`config.mk`:
```
export PLATFORM = sky130hd
export DESIGN_NAME = ram_dp_param
export DESIGN_NICKNAME = d
export VERILOG_FILES = /design/src/rtl/ram_dp_param.sv
export SDC_FILE = /design/constraint.sdc
export NUM_CORES = 1
export LEC_CHECK = 0
export CORE_UTILIZATION = 50
export DETAILED_ROUTE_END_ITERATION = 6
export PLACE_DENSITY = 0.78
export REMOVE_ABC_BUFFERS = 1
export SKIP_LAST_GASP = 1
export SLEW_MARGIN = 20
export SYNTH_ARGS = -nofsm -noshare
export SYNTH_HDL_FRONTEND = slang
export SYNTH_SLANG_ARGS = --single-unit
```
`constraint.sdc`:
```
create_clock -name clk -period 3.7 [get_ports clk]
set_clock_uncertainty 0.15 [all_clocks]
set_input_delay 0.925 -clock clk [delete_from_list [all_inputs] [get_ports clk]]
set_output_delay 0.925 -clock clk [all_outputs]
set_load 0.02 [all_outputs]
```
`src/rtl/ram_dp_param.sv`:
```
// ram_dp_param: parametrised simple-dual-port synchronous RAM with a post-reset
// clear sequencer, selectable read latency (RD_LAT 1/2) and read-during-write
// policy (RDW_MODE 0 = old data, 1 = new data).
// Ports: clk, clrn (async active-low reset), we/waddr/din (write port),
//   re/raddr (read port), dout/dout_vld (registered read data + valid pulse),
//   dout_comb (combinational mem[raddr]), init_busy (clear sequencer running).
// Optional macro RAM_PARITY_EN adds per-word even parity, input perr_inj
//   (inverts stored parity on a user write) and output rd_perr (aligned with
//   dout_vld).
module ram_dp_param #(
    parameter int DATA_W   = 8,
    parameter int ADDR_W   = 3,
    parameter int RD_LAT   = 1,
    parameter int RDW_MODE = 0
) (
    input  logic              clk,
    input  logic              clrn,
    input  logic              we,
    input  logic [ADDR_W-1:0] waddr,
    input  logic [DATA_W-1:0] din,
    input  logic              re,
    input  logic [ADDR_W-1:0] raddr,
`ifdef RAM_PARITY_EN
    input  logic              perr_inj,
    output logic              rd_perr,
`endif
    output logic [DATA_W-1:0] dout,
    output logic              dout_vld,
    output logic [DATA_W-1:0] dout_comb,
    output logic              init_busy
);

    localparam int DEPTH = 2 ** ADDR_W;
`ifdef RAM_PARITY_EN
    localparam int MEM_W = DATA_W + 1;
`else
    localparam int MEM_W = DATA_W;
`endif

    typedef enum logic {
        S_CLEAR,
        S_RUN
    } state_e;

    state_e            state_q, state_d;
    logic [ADDR_W-1:0] cnt_q, cnt_d;

    logic [MEM_W-1:0]  mem_q [DEPTH];

    logic              run;
    logic              wr_en;
    logic [ADDR_W-1:0] wr_addr;
    logic [MEM_W-1:0]  wr_word;
    logic [MEM_W-1:0]  new_word;
    logic [MEM_W-1:0]  rd_word;
    logic              rd_acc;
    // Word carried down the read pipeline: data plus (optionally) error bit.
    logic [MEM_W-1:0]  src_word;
    logic              src_vld;

    logic [DATA_W-1:0] dout_q;
    logic              vld_q;

    // Sequencer -------------------------------------------------------------
    always_comb begin
        state_d = state_q;
        cnt_d   = cnt_q;
        if (state_q == S_CLEAR) begin
            cnt_d = cnt_q + 1'b1;
            if (&cnt_q) begin
                state_d = S_RUN;
            end
        end
    end

    always_ff @(posedge clk or negedge clrn) begin
        if (!clrn) begin
            state_q <= S_CLEAR;
            cnt_q   <= '0;
        end else begin
            state_q <= state_d;
            cnt_q   <= cnt_d;
        end
    end

    assign run       = (state_q == S_RUN);
    assign init_busy = ~run;

    // Write port ------------------------------------------------------------
`ifdef RAM_PARITY_EN
    assign new_word = {(^din) ^ perr_inj, din};
`else
    assign new_word = din;
`endif

    always_comb begin
        wr_en   = 1'b0;
        wr_addr = waddr;
        wr_word = new_word;
        if (!run) begin
            wr_en   = 1'b1;
            wr_addr = cnt_q;
            wr_word = '0;
        end else if (we) begin
            wr_en   = 1'b1;
        end
    end

    // Array has no reset; clrn only blocks writes while reset is held.
    always_ff @(posedge clk) begin
        if (wr_en && clrn) begin
            mem_q[wr_addr] <= wr_word;
        end
    end

    // Read port -------------------------------------------------------------
    assign rd_acc    = run & re;
    assign dout_comb = mem_q[raddr][DATA_W-1:0];

    always_comb begin
        rd_word = mem_q[raddr];
        if ((RDW_MODE == 1) && we && (waddr == raddr)) begin
            rd_word = new_word;
        end
    end

`ifdef RAM_PARITY_EN
    // Even parity: a healthy word XORs to zero across data and parity bit.
    logic [MEM_W-1:0] rd_tagged;
    assign rd_tagged = {^rd_word, rd_word[DATA_W-1:0]};
`else
    logic [MEM_W-1:0] rd_tagged;
    assign rd_tagged = rd_word;
`endif

    generate
        if (RD_LAT == 2) begin : g_lat2
            logic [MEM_W-1:0] s1_word_q;
            logic             s1_vld_q;

            always_ff @(posedge clk or negedge clrn) begin
                if (!clrn) begin
                    s1_word_q <= '0;
                    s1_vld_q  <= 1'b0;
                end else begin
                    s1_vld_q <= rd_acc;
                    if (rd_acc) begin
                        s1_word_q <= rd_tagged;
                    end
                end
            end

            assign src_word = s1_word_q;
            assign src_vld  = s1_vld_q;
        end else begin : g_lat1
            assign src_word = rd_tagged;
            assign src_vld  = rd_acc;
        end
    endgenerate

    always_ff @(posedge clk or negedge clrn) begin
        if (!clrn) begin
            dout_q <= '0;
            vld_q  <= 1'b0;
        end else begin
            vld_q <= src_vld;
            if (src_vld) begin
                dout_q <= src_word[DATA_W-1:0];
            end
        end
    end

`ifdef RAM_PARITY_EN
    logic perr_q;
    always_ff @(posedge clk or negedge clrn) begin
        if (!clrn) begin
            perr_q <= 1'b0;
        end else begin
            perr_q <= src_vld & src_word[DATA_W];
        end
    end
    assign rd_perr = perr_q;
`endif

    assign dout     = dout_q;
    assign dout_vld = vld_q;

endmodule

```
==> impl_summary.log <==
INFO  metric timing.critical_path.from_type = primary input
INFO  metric gp_congestion = 0.7479
INFO  metric drt_first_pass_iters = 4
INFO  metric first_iter_violations = 181
INFO  metric clock-sinks = 77
INFO  metric cts.htree.levels = 3
INFO  metric p_seq_frac = 0.544
INFO  metric net_switching_power = 406.7 µW
INFO  metric min-delay-path-class = reg -> reg
INFO  metric clk_pin_slew_worst_paths = 0.07 ns
INFO  metric antenna_found_initial = 0
INFO  metric fillCellCount = 483
INFO  metric cts_root_buf = clkbuf_8
INFO  metric tritoncts_clock_tree = built
INFO  metric ir_worst_vdd = 0.2130 mV
INFO  metric ys_seq_area_frac = 0.6873
INFO  metric fin_ws = 0.1521 ns
INFO  metric core = 0.006314 mm²
INFO  metric rows = 29
INFO  metric max_cap_viol_count = 0
INFO  metric cts-root-to-sink-buffers = 2
INFO  metric power.clock.fraction = 0.346
INFO  metric worst_pin_slew = 0.7907 ns
INFO  metric syn_to_final_growth = 23.92%
INFO  metric floorplan.die_area = 0.006866 mm²
INFO  metric diodes = 0
INFO  metric detail_route.drc_violations = 0
INFO  metric yosysWarnings = 0
INFO  metric rsz0062_at_grt = no
INFO  metric post_synth_inst_count = 203
INFO  metric worst_path_dominant_cell_family = buffers and inverters
INFO  metric power.leakage = 0.001534 µW
INFO  metric synth_cell_type_count = 30
INFO  metric drt-total-wl = 6.290 mm
INFO  metric setup-violations-final = 0
INFO  metric port_buffers = 35
INFO  metric post_drt_via_cell_ratio = 5.507
INFO  metric finished_cell_area = 0.004051 mm²
INFO  metric crit_path_top_delay_cell = clkdlybuf4s50_1
INFO  metric netlist_top_cells_area = edfxtp_1 (59%), dfrtp_1 (10%), mux2i_1 (4.9%), mux2_1 (4.5%), o22ai_2 (3.1%)
INFO  metric worst_ep_arrival_time = 2.47 ns
INFO  metric cts-buffers-inserted = 9
INFO  metric endpoint_kind = output pin
INFO  metric cp_num_buf_inv = 2
INFO  metric initial_core_utilization = 0.5178
INFO  metric postCtsHoldBufs = 0
INFO  metric min_period_over_period = 0.9589
INFO  metric worst-path-max-fanout = 8
INFO  metric slew_viol_final = 0
INFO  metric grt_start_max_net_pins = 24
INFO  metric intPower = 1357 µW
INFO  metric post-place-ws = -0.2632 ns
INFO  metric slew_headroom = 0.4709
INFO  metric grt_pass1_wl = 9.660 mm
INFO  metric swShare = 0.2306
INFO  metric route.antenna.remaining_nets = 0
INFO  metric run_status = finished clean
INFO  metric timing.final.crit_period = 3.548 ns
INFO  metric combPwrFrac = 0.110
INFO  metric p_total = 1764 µW
INFO  metric grt_usage = 0.1953
INFO  metric synth.cell_area = 0.003269 mm²
INFO  metric route.detailed.wl_per_inst = 18.23 µm
INFO  metric synth-seq-cells = 77
INFO  metric cp.required = 2.62 ns
INFO  metric p_per_area = 435.3 mW/mm²
INFO  metric post-synth-top-area-cell = edfxtp_1
INFO  metric post_route_cells_drive_above_1_share = 0.2351
INFO  metric crit_path_max_incr_delay = 0.52 ns
INFO  metric top_level_ports = 36
INFO  metric post-route-util = 0.6417
INFO  metric dpl-instance-area = 0.003835 mm²
INFO  metric final-hold-violation-count = 0
INFO  metric post-dp-hpwl = 4.138 mm
INFO  metric hold-worst-slack = 0.3362 ns
INFO  metric criticalPathCategory = in -> out
INFO  metric clkLatencyLatePin = 0.34 ns
INFO  metric yosys.area.top_type_share = 0.5878
INFO  metric series_of_cell_instances_along_the_critical_path = clkdlybuf4s50_1 -> nor2b_2 -> a22o_1 -> nor2_1 -> dlygate4sd2_1
INFO  metric die_y = 82.86 µm
INFO  metric seq_area = 0.002247 mm²
INFO  metric via_count = 1900
INFO  metric die-width = 82.86 µm
INFO  metric multiInputGateArea = 932.1 µm²
INFO  metric grt_overflow = 0
INFO  metric post-cts-setup-buffers = 0
INFO  metric avgSynthCellArea = 16.11 µm²
INFO  metric design.final.nets = 283
INFO  metric first_global_vias = 1881
INFO  metric max_clock_freq = 281.9 MHz
[path summary, 6_finish.rpt]
path,startpoint,to,slack (ns),depth (start not counted)
min reg2reg,dout[6]$_DFFE_PN0P_,dout[6]$_DFFE_PN0P_,0.34,2
min,dout[6]$_DFFE_PN0P_,dout[6]$_DFFE_PN0P_,0.34,2
max in group asynchronous,clrn,dout[3]$_DFFE_PN0P_,2.28,2
min in group asynchronous,clrn,dout[5]$_DFFE_PN0P_,0.93,2
max reg2reg,run$_DFF_PN0_,mem_q[2][0]$_DFFE_PP_,1.56,3
max,raddr[1],dout_comb[3],0.15,5
[power by group through the flow]
stage / registers, µW / clock network (µW) / logic (µW)
2_1_floorplan: 992 / 0 / 78.1
6_report: 959 / 610 / 194
3_5_place_dp: 979 / 0 / 196
5_1_grt: 961 / 664 / 207
3_3_place_gp: 978 / 0 / 192
4_1_cts: 960 / 618 / 196
[repair_timing]
| action | in CTS | in global routing |
|---|---|---|
| endpoints found under the setup margin | 8 | 8 |
| gates cloned | 1 | 0 |
| hold endpoints to repair | 0 | 0 |
| gates resized for setup | 10 | 1 |
[Yosys cell counts]
cell type and n:
buf_12 2, o32a_1 1, buf_1 1, clkbuf_1 2, and2_1 8, xnor2_1 1, o31ai_2 8, buf_2 1
o22ai_2 8, edfxtp_1 64, inv_1 3, a31oi_1 2, o21ai_1 2, nor3_1 1, mux2_1 13, dfrtp_1 13
a22o_1 8, nor2_1 19, nor2b_1 2, buf_6 2, or2_2 1, nand2_1 11, mux2_2 5, and3b_1 2
a21oi_1 1, nand2b_1 1, clkbuf_2 1, and3_1 2, mux2i_1 16, ha_1 2
[cells by family after synthesis]
family | share of synthesized area
DFF | 0.6873
AOI/OAI and AO/OA | 0.09415
adders and majority gates | 0.007653
xor gates and xnor gates | 0.002679
buffers and inverters | 0.02908
and+or+nand+nor | 0.06812
muxes | 0.1110
[stage by stage]
step | instances | TNS, ns
after floorplan | 194 | 0
after global placement | 328 | -2.181
after detailed placement | 328 | -2.030
after CTS | 345 | 0
after global routing | 345 | 0
final | 345 | 0
[state kept, by name, indices dropped and copies added (netlist names)]
register and count:
dout_vld 1, dout 8, cnt_q 3, run 1
mem_q 64
[cell usage in the layout, fill, tap and decap left out, drive strengths merged, types with 3 or more instances in the layout]
| cell | netlist | routed |
|---|---|---|
| dfrtp | 13 | 13 |
| nor2 | 19 | 19 |
| buf | 6 | 22 |
| edfxtp | 64 | 64 |
| dlygate4sd2 | 0 | 9 |
| inv | 3 | 3 |
| a22o | 8 | 8 |
| clkbuf | 3 | 9 |
| and2 | 8 | 8 |
| o31ai | 8 | 8 |
| mux2i | 16 | 16 |
| clkdlybuf4s50 | 0 | 26 |
| mux2 | 18 | 18 |
| clkinv | 0 | 5 |
| o22ai | 8 | 8 |
| nand2 | 11 | 11 |
[worst register-to-register path, stage by stage (launching register included)]
cell	delay, ns
dfrtp_1	0.40
buf_4	0.21
o32a_1	0.38
nor2_1	0.63
[routing by layer]
| metal | up-vias | routed length, µm | track usage |
|---|---|---|---|
| met5 | - | 0 | 0 |
| met4 | 0 | 143 | 0.1113 |
| met3 | 13 | 385 | 0.04871 |
| met2 | 66 | 3003 | 0.3063 |
| met1 | 930 | 2757 | 0.2488 |
| li1 | 891 | - | - |
[area by class of cell]
| class | instances | share of cell area |
|---|---|---|
| sequential | 77 | 0.5547 |
| multi-input combinational | 114 | 0.2301 |
| timing repair buffer | 58 | 0.1418 |
| clock buffer | 9 | 0.03057 |
| tap | 77 | 0.02378 |
| clock inverter | 7 | 0.01637 |
| inverter | 3 | 0.002779 |
Note: power is estimated with default switching activity, not from simulation.
